$ cat src/rtl/prog_loader_pkg.sv
// Shared types and constants for the boot-time program loader.
// PROG_LOADER_CHECKSUM_EN adds the trailing checksum state.
package prog_loader_pkg;

  localparam int unsigned INSTR_W = 9;
  localparam int unsigned BYTE_W  = 8;

  // Bits of the INS_HI byte that must be zero.
  localparam logic [BYTE_W-1:0] INS_HI_RSVD_MASK = 8'hFE;

  typedef enum logic [2:0] {
    StIdle,
    StLenLo,
    StLenHi,
    StInsLo,
    StInsHi,
`ifdef PROG_LOADER_CHECKSUM_EN
    StCsum,
`endif
    StDone,
    StErr
  } loader_state_t;

endpackage

$ cat src/rtl/prog_loader_if.sv
// Byte stream in, instruction-memory write port out.
// master drives the stream and observes writes; slave is the loader.
interface prog_loader_if #(
  parameter int unsigned D = 12
);
  import prog_loader_pkg::*;

  logic [BYTE_W-1:0]  in_data;
  logic               in_valid;
  logic               in_ready;
  logic               imem_wr_en;
  logic [D-1:0]       imem_wr_addr;
  logic [INSTR_W-1:0] imem_wr_data;

  modport master (
    output in_data, in_valid,
    input  in_ready, imem_wr_en, imem_wr_addr, imem_wr_data
  );

  modport slave (
    input  in_data, in_valid,
    output in_ready, imem_wr_en, imem_wr_addr, imem_wr_data
  );

endinterface

$ cat src/rtl/byte_assembler.sv
// Holds the INS_LO byte and merges it with bit 0 of the INS_HI byte;
// flags any nonzero reserved bit in the INS_HI byte.
module byte_assembler
  import prog_loader_pkg::*;
(
  input  logic               clk_i,
  input  logic               rst_ni,
  input  logic               lo_we_i,
  input  logic [BYTE_W-1:0]  byte_i,
  output logic [INSTR_W-1:0] word_o,
  output logic               rsvd_err_o
);

  logic [BYTE_W-1:0] lo_q;

  always_ff @(posedge clk_i or negedge rst_ni) begin
    if (!rst_ni) begin
      lo_q <= '0;
    end else if (lo_we_i) begin
      lo_q <= byte_i;
    end
  end

  assign word_o     = {byte_i[0], lo_q};
  assign rsvd_err_o = |(byte_i & INS_HI_RSVD_MASK);

endmodule

$ cat src/rtl/prog_loader.sv
// Boot loader: reassembles 9-bit instructions from a byte stream and writes them to
// sequential imem addresses, holding the core until done. Option: PROG_LOADER_CHECKSUM_EN.
module prog_loader
  import prog_loader_pkg::*;
#(
  parameter int unsigned D = 12
) (
  input  logic         clk_i,
  input  logic         rst_ni,
  input  logic         start_i,
  prog_loader_if.slave bus,
  output logic         core_hold_o,
  output logic         load_done_o,
  output logic         load_err_o
);

  loader_state_t      state_q, state_d;
  logic [D-1:0]       count_q, count_d;
  logic [D-1:0]       idx_q, idx_d;
  logic [D-1:0]       wr_addr_q, wr_addr_d;
  logic [INSTR_W-1:0] wr_data_q, wr_data_d;
  logic               wr_en_q, wr_en_d;
  logic               xfer, restart, lo_we, last_word, len_rsvd, ins_rsvd;
  logic [D-1:0]       len_full;
  logic [INSTR_W-1:0] word;

`ifdef PROG_LOADER_CHECKSUM_EN
  localparam loader_state_t StEnd = StCsum;
  logic [BYTE_W-1:0] csum_q, csum_d;
  assign bus.in_ready = state_q inside {StLenLo, StLenHi, StInsLo, StInsHi, StCsum};
`else
  localparam loader_state_t StEnd = StDone;
  assign bus.in_ready = state_q inside {StLenLo, StLenHi, StInsLo, StInsHi};
`endif

  assign xfer      = bus.in_valid && bus.in_ready;
  assign restart   = start_i && (state_q inside {StIdle, StDone, StErr});
  assign len_full  = {bus.in_data[D-BYTE_W-1:0], count_q[BYTE_W-1:0]};
  assign len_rsvd  = |(bus.in_data >> (D - BYTE_W));
  assign last_word = (idx_q + D'(1)) == count_q;

  byte_assembler u_byte_assembler (
    .clk_i      (clk_i),
    .rst_ni     (rst_ni),
    .lo_we_i    (lo_we),
    .byte_i     (bus.in_data),
    .word_o     (word),
    .rsvd_err_o (ins_rsvd)
  );

  always_comb begin
    state_d   = state_q;
    count_d   = count_q;
    idx_d     = idx_q;
    wr_addr_d = wr_addr_q;
    wr_data_d = wr_data_q;
    wr_en_d   = 1'b0;
    lo_we     = 1'b0;
    unique case (state_q)
      StIdle, StDone, StErr: begin
        if (restart) begin
          state_d   = StLenLo;
          count_d   = '0;
          idx_d     = '0;
          wr_addr_d = '0;
        end
      end
      StLenLo: begin
        if (xfer) begin
          count_d[BYTE_W-1:0] = bus.in_data;
          state_d             = StLenHi;
        end
      end
      StLenHi: begin
        if (xfer) begin
          count_d = len_full;
          if (len_rsvd)             state_d = StErr;
          else if (len_full == '0)  state_d = StEnd;
          else                      state_d = StInsLo;
        end
      end
      StInsLo: begin
        if (xfer) begin
          lo_we   = 1'b1;
          state_d = StInsHi;
        end
      end
      StInsHi: begin
        if (xfer) begin
          if (ins_rsvd) begin
            state_d = StErr;
          end else begin
            wr_en_d   = 1'b1;
            wr_addr_d = idx_q;
            wr_data_d = word;
            idx_d     = idx_q + D'(1);
            state_d   = last_word ? StEnd : StInsLo;
          end
        end
      end
`ifdef PROG_LOADER_CHECKSUM_EN
      StCsum: begin
        if (xfer) state_d = (bus.in_data == csum_q) ? StDone : StErr;
      end
`endif
      default: state_d = StIdle;
    endcase
  end

  always_ff @(posedge clk_i or negedge rst_ni) begin
    if (!rst_ni) begin
      state_q   <= StIdle;
      count_q   <= '0;
      idx_q     <= '0;
      wr_addr_q <= '0;
      wr_data_q <= '0;
      wr_en_q   <= 1'b0;
    end else begin
      state_q   <= state_d;
      count_q   <= count_d;
      idx_q     <= idx_d;
      wr_addr_q <= wr_addr_d;
      wr_data_q <= wr_data_d;
      wr_en_q   <= wr_en_d;
    end
  end

`ifdef PROG_LOADER_CHECKSUM_EN
  // Running XOR of every byte before the checksum byte itself.
  always_comb begin
    csum_d = csum_q;
    if (restart) begin
      csum_d = '0;
    end else if (xfer && state_q != StCsum) begin
      csum_d = csum_q ^ bus.in_data;
    end
  end

  always_ff @(posedge clk_i or negedge rst_ni) begin
    if (!rst_ni) begin
      csum_q <= '0;
    end else begin
      csum_q <= csum_d;
    end
  end
`endif

  assign bus.imem_wr_en   = wr_en_q;
  assign bus.imem_wr_addr = wr_addr_q;
  assign bus.imem_wr_data = wr_data_q;
  assign core_hold_o      = (state_q != StDone);
  assign load_done_o      = (state_q == StDone);
  assign load_err_o       = (state_q == StErr);

endmodule

$ cat src/flat_wrapper.sv
// flat-port wrapper written by rule: the top's interface ports become plain ports
module prog_loader_flat import prog_loader_pkg::*;
#(
  parameter int unsigned D = 12
)
  (clk_i, rst_ni, start_i, core_hold_o, load_done_o, load_err_o, bus_in_data, bus_in_valid, bus_in_ready, bus_imem_wr_en, bus_imem_wr_addr, bus_imem_wr_data);
  prog_loader_if #(.D(D)) bus_i ();
  input  logic clk_i;
  input  logic rst_ni;
  input  logic start_i;
  output logic core_hold_o;
  output logic load_done_o;
  output logic load_err_o;
  input wire logic [$bits(bus_i.in_data)-1:0] bus_in_data;
  input wire logic [$bits(bus_i.in_valid)-1:0] bus_in_valid;
  output wire logic [$bits(bus_i.in_ready)-1:0] bus_in_ready;
  output wire logic [$bits(bus_i.imem_wr_en)-1:0] bus_imem_wr_en;
  output wire logic [$bits(bus_i.imem_wr_addr)-1:0] bus_imem_wr_addr;
  output wire logic [$bits(bus_i.imem_wr_data)-1:0] bus_imem_wr_data;
  assign bus_i.in_data = bus_in_data;
  assign bus_i.in_valid = bus_in_valid;
  assign bus_in_ready = bus_i.in_ready;
  assign bus_imem_wr_en = bus_i.imem_wr_en;
  assign bus_imem_wr_addr = bus_i.imem_wr_addr;
  assign bus_imem_wr_data = bus_i.imem_wr_data;
  prog_loader #(.D(D)) u_core (.clk_i(clk_i), .rst_ni(rst_ni), .start_i(start_i), .bus(bus_i), .core_hold_o(core_hold_o), .load_done_o(load_done_o), .load_err_o(load_err_o));
endmodule
$ cat config.mk
export PLATFORM = sky130hd
export DESIGN_NAME = prog_loader_flat
export DESIGN_NICKNAME = d
export VERILOG_FILES = /design/src/rtl/prog_loader_pkg.sv /design/src/rtl/prog_loader_if.sv /design/src/rtl/byte_assembler.sv /design/src/rtl/prog_loader.sv /design/src/flat_wrapper.sv
export SDC_FILE = /design/constraint.sdc
export NUM_CORES = 1
export LEC_CHECK = 0
export CAP_MARGIN = 0
export CORE_MARGIN = 4
export CORE_UTILIZATION = 52
export CTS_BUF_LIST = sky130_fd_sc_hd__clkbuf_8
export CTS_CLUSTER_DIAMETER = 50
export DETAILED_ROUTE_END_ITERATION = 16
export PLACE_DENSITY_LB_ADDON = 0.15
export SLEW_MARGIN = 20
export SYNTH_ARGS = -nofsm -noshare
export SYNTH_HDL_FRONTEND = slang
export SYNTH_SLANG_ARGS = --single-unit
$ cat constraint.sdc
create_clock -name clk_i -period 1.99 [get_ports clk_i]
set_input_delay 0.398 -clock clk_i [delete_from_list [all_inputs] [get_ports clk_i]]
set_output_delay 0.398 -clock clk_i [all_outputs]
set_load 0.005 [all_outputs]
# == Word level (Yosys, flattened, before mapping) ==
# Cells that the tools add are included.
# totals
reg_bits,57
out_inout_bits,26
wordCells,68
# op_classes
add_sub_neg,1
eq_ne,14
mux,26
n_bitwise,2
n_reduce_logical,17
# op_table
op,count
12-bit two-way mux,6
12-bit case mux with 2 select lines,2
3-bit two-way mux,9
8-bit case mux with 3 select lines,1
3-bit case mux with 5 select lines,1
"12-bit by 1-bit adder with 12-bit output, second input constant",1
12-bit == test,1
12-bit zero test,1
"2-bit by 1-bit != test with 1-bit output, second input constant",5
"3-bit == test, second input constant",3
8-bit two-way mux,1
4-bit case mux with 2 select lines,1
4-bit AND reduction,2
7-bit OR reduction,1
"3-bit by 2-bit == test with 1-bit output, second input constant",2
3-bit AND reduction,2
2-bit nonzero test,3
1-bit two-way mux,5
5-bit AND reduction,1
4-bit nonzero test,1
4-bit OR reduction,1
"3-bit by 1-bit == test with 1-bit output, second input constant",1
3-bit zero test,1
"3-bit != test, second input constant",1
other kinds (5),7

# == Logic depth before layout (Yosys ltp) ==
# logic_depth
ltp_word,6
mapped_depth,8
depth_no_buf,7

# == Cells and area by module ==
# A second synthesis with hierarchy kept.
# hier_totals
hier_cells,298
hier_area_um2,2949.1
# modules_own_cells
mod,n_inst,cells_each,area_per_inst_um2
prog_loader,1,277,2595.0
byte_assembler,1,21,354.1

# == Worst setup path after synthesis ==
# Ideal clock, no wire load.
# synth_timing
path_kind,reg-to-reg
from,register u_core.idx_q[0]
to,register u_core.state_q[2]
setup_time_ps,92
arrival_ps,1898
required_time_ps,1898
slack_ps,0
stages_incl_launch_ff,8
n_path_buf,0
synth_period_minus_slack_ps,1990
cell_sequence,dfrtp_1 ha_1 nand4_1 nor2_2 xnor2_1 or3_1 o31a_1 o31ai_2
# synth_between
elab_chain_len,6
# synth_lines
item,line_no,rtl
start: declaration,prog_loader.sv:19,"logic [D-1:0] idx_q, idx_d;"
start signal: assignment,prog_loader.sv:121,idx_q <= idx_d;
12-bit by 1-bit adder with 12-bit output,prog_loader.sv:40,assign last_word = (idx_q + D'(1)) == count_q;
12-bit == test,prog_loader.sv:40,
3-bit two-way mux,prog_loader.sv:97,state_d = last_word ? StEnd : StInsLo;
3-bit two-way mux,prog_loader.sv:90,if (ins_rsvd) begin
3-bit two-way mux,prog_loader.sv:89,if (xfer) begin
3-bit case mux with 5 select lines,prog_loader.sv:59,unique case (state_q)
end signal: assignment,prog_loader.sv:112,state_q <= StIdle;
end signal: assignment,prog_loader.sv:119,state_q <= state_d;
end: declaration,prog_loader.sv:17,"loader_state_t state_q, state_d;"
# Every way passes these cells. The select of a mux whose other input is x is not followed.
# A chain may end at the register's enable or synchronous reset.

# == Worst setup path in the final report ==
# layout_timing
from,register u_core.state_q[2]
to,register u_core.idx_q[7]
# layout_between
elab_chain_len,5
word_cells_on_any_way,18
# layout_lines
item,line_no,rtl
"3-bit by 1-bit == test with 1-bit output, or another cell as far along",prog_loader.sv:33,"assign bus.in_ready = state_q inside {StLenLo, StLenHi, StInsLo, StInsHi};"
4-bit nonzero test / 3-bit nonzero test (equally long branches),"prog_loader.sv:33, prog_loader.sv:37",
"1-bit logical AND, on equally long branches","prog_loader.sv:36, prog_loader.sv:37",
2-bit by 1-bit != test with 1-bit output (no source line),--,
4-bit AND reduction (no source line),--,
# Parallel ways exist; a longest one is shown, timed or not.

==> results.sh <==
export IMPL_grt_setup_unrepaired="yes"
export IMPL_die_h_um=83.6
export IMPL_critical_path_buf_inv_count=3
export IMPL_cp_start_kind="register"
export IMPL_num_vias=2631
export IMPL_design_die_area_um2=6990
export IMPL_ys_ff_latch=57
export IMPL_clkSinkCount=57
export IMPL_die_x_um=83.6
export IMPL_period_share_pct=103
export IMPL_fin_util_pct=74.8
export IMPL_grt_ovfl_total=0
export IMPL_cp_slowest_cell="dfrtp_2"
export IMPL_fmax_mhz=489
export IMPL_period_needed_ns=2.04
export IMPL_dr_wl_met2_mm=3.95
export IMPL_yosysTopAreaCell="dfrtp_1"
export IMPL_rr_worst_depth=9
export IMPL_wl_met3_um=358
export IMPL_antenna_cells=0
export IMPL_wl_per_cell_um=16.2
export IMPL_worst_pin_slew_ns=0.474
export IMPL_portBuffers=37
export IMPL_grt_max_degree=40
export IMPL_clk_pin_slew_ns=0.07
export IMPL_async_reset_ff_share_pct=100
export IMPL_gp_routability_congestion=0.882
export IMPL_maxCapViolations=0
export IMPL_track_usage_pct=21.0
export IMPL_layoutNonFillerInstCount=478
export IMPL_top_layer="met4"
export IMPL_cts_buffers=9
export IMPL_fin_ws_ns=-0.0548
export IMPL_power_density_nw_per_um2=1080
export IMPL_netlist_area_um2=2970
export IMPL_start_util_pct=53.7
export IMPL_synthMuxAreaShare_pct=3.75
export IMPL_crit_fanout=6
export IMPL_syn_inst=308
export IMPL_cts_buffer_depth=2
export IMPL_ys_top_cells_by_area="dfrtp_1, nand2_1, o21ai_0"
export IMPL_cts_tree="built"
export IMPL_final_common_cell="dfrtp_1"
export IMPL_grt_pass1_vias=2582
export IMPL_synth_seq_area_share_pct=48.0
export IMPL_leakage_nw=1.95
export IMPL_drive_gt1_share_pct=30.0
export IMPL_vias_per_cell=5.50
export IMPL_cp_startpoint="u_core.state_q[2]"
export IMPL_crit_family="simple AND/OR/NAND/NOR gates"
export IMPL_synth_edf_count=0
export IMPL_cp_depth=9
export IMPL_synth_compound_area_share_pct=15.7
export IMPL_slew_headroom_pct=68.4
export IMPL_rows=27
export IMPL_crit_top_cell="buf_4"
export IMPL_synth_adder_area_share_pct=0.758
export IMPL_synth_top_area_share_pct=48.0
export IMPL_area_delta_synth_final_pct=39.4
export IMPL_critical_path_class="reg2reg"
export IMPL_synthFlopType="dfrtp_1"
export IMPL_synth_distinct_cells=54
export IMPL_worstPathArrival_ns=2.24
export IMPL_first_iter_violations=139
export IMPL_grt_pass1_wl_mm=11.9
export IMPL_ir_drop_mv=0.802
export IMPL_path_cells="nor2b_4, buf_4, buf_4, or3_1, nand2_1, a21oi_2, clkbuf_16, o21ai_2, o41ai_2"
export IMPL_ios=38
export IMPL_power_mw=4.48
export IMPL_status="finished, violations left"
export IMPL_htreeDepth=3
export IMPL_synth_area_per_cell_um2=9.65
export IMPL_violations="negative setup slack"
export IMPL_hp_class="in2async"
export IMPL_yosys_area_share_simple_pct=19.6
export IMPL_dp_cells=448
export IMPL_wl_met1_mm=3.27
export IMPL_synth_top_family_by_area="simple AND/OR/NAND/NOR gates"
export IMPL_timing_rr_start="u_core.state_q[2]"
export IMPL_drc=0
export IMPL_finClkSkew_ns=0.0105
export IMPL_cts_root_buffer="clkbuf_8"
export IMPL_dpl_hpwl_mm=4.92
export IMPL_hold_ws_ns=0.0113
export IMPL_clk_latency_ns=0.33
export IMPL_synth_fp_nets=321
export IMPL_cts_hold_buf=0
export IMPL_pre_cts_slack_ns=-0.360
export IMPL_reg2reg_slack_ns=-0.05
export IMPL_yosysWarningCount=0
export IMPL_core_area_um2=5540
export IMPL_wirelength_mm=7.76
export IMPL_cp_end_kind="register"
export IMPL_antenna_found_initial=0
export IMPL_setup_violations=6
export IMPL_nNetsFinal=414
export IMPL_synth_xor_area_share_pct=5.56
export IMPL_drt_pass1_iter_count=4
export IMPL_critical_path_max_stage_delay_ns=0.45
export IMPL_critical_path_required_ns=2.19
export IMPL_finalHoldViolCount=0
export IMPL_ant_nets=0
export IMPL_drv_slew=0
export IMPL_mostFrequentLayoutCells="dfrtp_1, buf_4, nand2_1, clkdlybuf4s50_1, nor2_1"
[stage by stage]
stage               TNS (ns)  area (µm²)
finish                -0.144        4140
global route          -0.610        4140
CTS                  -0.0125        3940
detailed placement     -9.29        3690
global placement       -8.17        3690
floorplan                  0        2980
[final timing paths]
check	to
worst max-delay path	u_core.idx_q[7]
worst min-delay path	u_core.idx_q[10]
worst max register to register	u_core.idx_q[7]
worst min register to register	u_core.bus.imem_wr_data[6]
max in group asynchronous	u_core.state_q[0]
min in group clk_i	u_core.u_byte_assembler.lo_q[5]
[power breakdown]
part           leakage, nW  internal [mW]  total, mW  switching [mW]
combinational         1.07          0.887       1.77           0.881
clock                0.108          0.693       1.16           0.465
sequential           0.768           1.37       1.55           0.181
[flip-flops by register name, summed over array words and instances (netlist names)]
name and count:
u_core.bus.imem_wr_addr 12, u_core.bus.imem_wr_data 9, u_core.bus.imem_wr_en 1, u_core.count_q 12, u_core.idx_q 12, u_core.state_q 3
u_core.u_byte_assembler.lo_q 8
[cell usage after synthesis (4+ instances only)]
| master | count |
|---|---|
| xor2_1 | 6 |
| nand3_1 | 19 |
| buf_2 | 4 |
| nand2_1 | 45 |
| nor2_1 | 21 |
| buf_4 | 4 |
| mux2_2 | 9 |
| a31oi_1 | 5 |
| dfrtp_1 | 57 |
| o21ai_1 | 4 |
| buf_6 | 6 |
| o21ai_0 | 29 |
| inv_1 | 15 |
| xnor2_1 | 11 |
| a21oi_1 | 6 |
| nand2b_1 | 5 |
| nor3_1 | 5 |
| a22o_1 | 12 |
[repair_timing]
| item | CTS | global route |
|---|---|---|
| gates resized for setup | 7 | 38 |
| pin swaps | 0 | 9 |
| setup endpoints to repair | 7 | 16 |
| endpoints found under the hold margin | 0 | 0 |
| buffers inserted | 4 | 8 |
| cloned | 0 | 2 |
[final cells by class]
cell class,instances,area [µm²]
inverter,16,60.1
sequential,57,1430
tap,72,90.1
clock inverter,7,87.6
multi-input combinational,218,1440
timing repair buffer,99,907
clock buffer,9,124
fill,401,1400
[per-layer routing]
metal  vias to the layer above  GRT usage (%)
met1                      1267           26.3
met3                        17           3.85
met4                         0           8.48
li1                       1259              -
met2                        88           35.5
met5                         -              0
[kinds of logic after synthesis]
| group | count (synthesis) |
|---|---|
| buffers and inverters | 33 |
| flip-flops | 57 |
| XOR/XNOR | 18 |
| AND/OR/NAND/NOR | 116 |
| AO/OA/AOI/OAI | 72 |
| adder cells (fa/ha/maj) | 2 |
| multiplexers | 10 |
Note: power is estimated with default switching activity, not from simulation.
==> edit, RTL diff (same settings) <==
`D` is set to 12 in 3 places; all go to 13.
--- a/src/rtl/prog_loader_if.sv
+++ b/src/rtl/prog_loader_if.sv
@@ -1,7 +1,7 @@
 // Byte stream in, instruction-memory write port out.
 // master drives the stream and observes writes; slave is the loader.
 interface prog_loader_if #(
-  parameter int unsigned D = 12
+  parameter int unsigned D = 13
 );
   import prog_loader_pkg::*;
 
--- a/src/rtl/prog_loader.sv
+++ b/src/rtl/prog_loader.sv
@@ -3,7 +3,7 @@
 module prog_loader
   import prog_loader_pkg::*;
 #(
-  parameter int unsigned D = 12
+  parameter int unsigned D = 13
 ) (
   input  logic         clk_i,
   input  logic         rst_ni,
--- a/src/flat_wrapper.sv
+++ b/src/flat_wrapper.sv
@@ -1,7 +1,7 @@
 // flat-port wrapper written by rule: the top's interface ports become plain ports
 module prog_loader_flat import prog_loader_pkg::*;
 #(
-  parameter int unsigned D = 12
+  parameter int unsigned D = 13
 )
   (clk_i, rst_ni, start_i, core_hold_o, load_done_o, load_err_o, bus_in_data, bus_in_valid, bus_in_ready, bus_imem_wr_en, bus_imem_wr_addr, bus_imem_wr_data);
   prog_loader_if #(.D(D)) bus_i ();
Interface: changed (resized bus_imem_wr_addr); port bits go from 38 to 39. The function was not compared with the original's and may differ.
==> edit against the original RTL <==
Wire length shrank 0.63%; area after synthesis grew 7.4%; total power grew 0.31%; critical endpoint is now load_err_o; global-route usage grew 0.75 points; sequential power grew 5%; final area grew 3.1%; critical path depth shrank 6; sequential cell count grew 3; utilization shrank 3.1 points; setup slack gained 150 ps.
==> edit: results (changes against the original RTL) <==
Parameter                              Value

Synthesis
  Number of nets produced by synthesis ... 361 (was 321)
  Commonest cells post-synth ... nand2_1, dfrtp_1, o21ai_1, nor2_1, o21ai_0 (was dfrtp_1, nand2_1, o21ai_0, nor2_1, nand3_1)
  Share of synthesized area occupied by flip-flops and latches ... 47.0% (was 48.0%)
  Count of different cell masters after synthesis ... 57 (was 54)
  Top post-synthesis cells by area ... dfrtp_1, nand2_1, xnor2_1, o21ai_1, mux2_2 (was dfrtp_1, nand2_1, o21ai_0, a22o_1, mux2_2)

Final layout
  Multi-input gates ... 249 (was 218)
  Proportion of layout cells with a drive suffix above 1 ... 24.2% (was 30.0%)
  Share of final layout cell area taken by clock buffers and inverters ... 4.45% (was 5.10%)
  Number of flip-flops and latches ... 60 (was 57)
  Share of the final layout cell area in multi-input gates ... 36.8% (was 34.9%)
  Fill cell instance count of the final layout ... 476 (was 401)

Detailed routing
  Met2 routed wirelength ... 3890 um (was 3950 um)
  Post-Route M1 WL ... 3380 um (was 3270 um)
  Met3 wire length ... 303 um (was 358 um)
  Vias post-DR ... 2831 (was 2631)
  DRC marker count from the first detailed-route iteration ... 94 (was 139)
  Routed Wire Length ... 7710 um (was 7760 um)

Setup path
  Cell family contributing the most delay on the critical path ... buffers and inverters (was simple AND/OR/NAND/NOR gates)
  Internal reg-to-reg setup slack ... 110 ps (was -50 ps)
  Maximum fanout along the worst path ... 4 (was 6)
  Slowest stage cell, crit path ... clkdlybuf4s50_1 (was dfrtp_2)
  Termination of the worst setup path ... load_err_o (was u_core.idx_q[7]$_DFFE_PN0P_)
  Launch point of the critical path ... u_core.state_q[0]$_DFFE_PN0P_ (was u_core.state_q[2]$_DFFE_PN0P_)
  Worst reg-to-reg path cell count ... 7 (was 9)
  Startpoint of the lowest-slack register-to-register path ... u_core.idx_q[1]$_DFFE_PN0P_ (was u_core.state_q[2]$_DFFE_PN0P_)

GRT
  Global-route wire length before repair ... 12600 um (was 11900 um)
  Gr usage total ... 21.7% (was 21.0%)
  Met2 routing resource usage after global routing ... 37.1% (was 35.5%)

Placement
  HPWL reported at the end of detailed placement ... 5360 um (was 4920 um)
  Global placement routability congestion ... 0.877 (was 0.882)
  Buffers added on ports ... 38 (was 37)
  Worst setup timing slack at the placement stage ... -221 ps (was -360 ps)

Status
  Status ... finished, final reports clean (was finished, violations left)

Timing
  Worst-case headroom to the max-slew limit ... 65.1% (was 68.4%)
  Worst hold margin ... 19.0 ps (was 11.3 ps)
  Final critical-path share of the clock period ... 95.4% (was 103%)
edit: cell count changes in the layout (fill, tap and decap cells not counted), sizes merged, moves of 3 or more:
| cell | before | now |
|---|---|---|
| nand3 | 20 | 15 |
| nor4 | 2 | 5 |
| mux2i | 1 | 8 |
| a22o | 13 | 7 |
| buf | 62 | 55 |
| clkdlybuf4s50 | 30 | 34 |
| a21oi | 6 | 9 |
| nand2 | 46 | 69 |
| dfrtp | 57 | 60 |
| nor2 | 23 | 17 |
| and4 | 0 | 5 |
| dlymetal6s2s | 5 | 1 |
| o21ai | 33 | 37 |
edit: cells by family after synthesis:
kind of cell               Yosys count  share of synthesized area [%]
xor gates and xnor gates            19                           5.21
and+or+nand+nor                    135                           20.8
AOI/OAI and AO/OA                   78                           15.5
DFF                                 60                           47.0
muxes                               16                           5.33
buffers and inverters               39                           5.80
adders and majority gates            1                          0.392
edit: through the flow:
step | setup TNS [ps] | total power [uW] | std cells | utilization (%) | area, um2
2_1_floorplan | 0 | 2710 | 348 | - | 3190
5_1_grt | -17.5 | 4770 | 509 | 71.7 | 4270
3_3_place_gp | -4560 | 3300 | 487 | 66.3 | 3950
6_report | 0 | 4490 | 509 | 71.7 | 4270
3_5_place_dp | -6370 | 3350 | 487 | 66.3 | 3950
4_1_cts | -29.3 | 4490 | 505 | 70.2 | 4180
edit: repair_timing:
action | in CTS | in global routing
pin swaps | 1 | 7
endpoints found under the setup margin | 5 | 5
buffers inserted | 3 | 4
hold buffers | 0 | 0
gates resized for setup | 7 | 14
edit: power by group:
part,total (uW),leakage (uW),internal [uW],switching (uW)
Combinational,1790,0.00100,848,940
Clock,1080,0.0000979,598,477
Sequential,1630,0.000807,1440,186
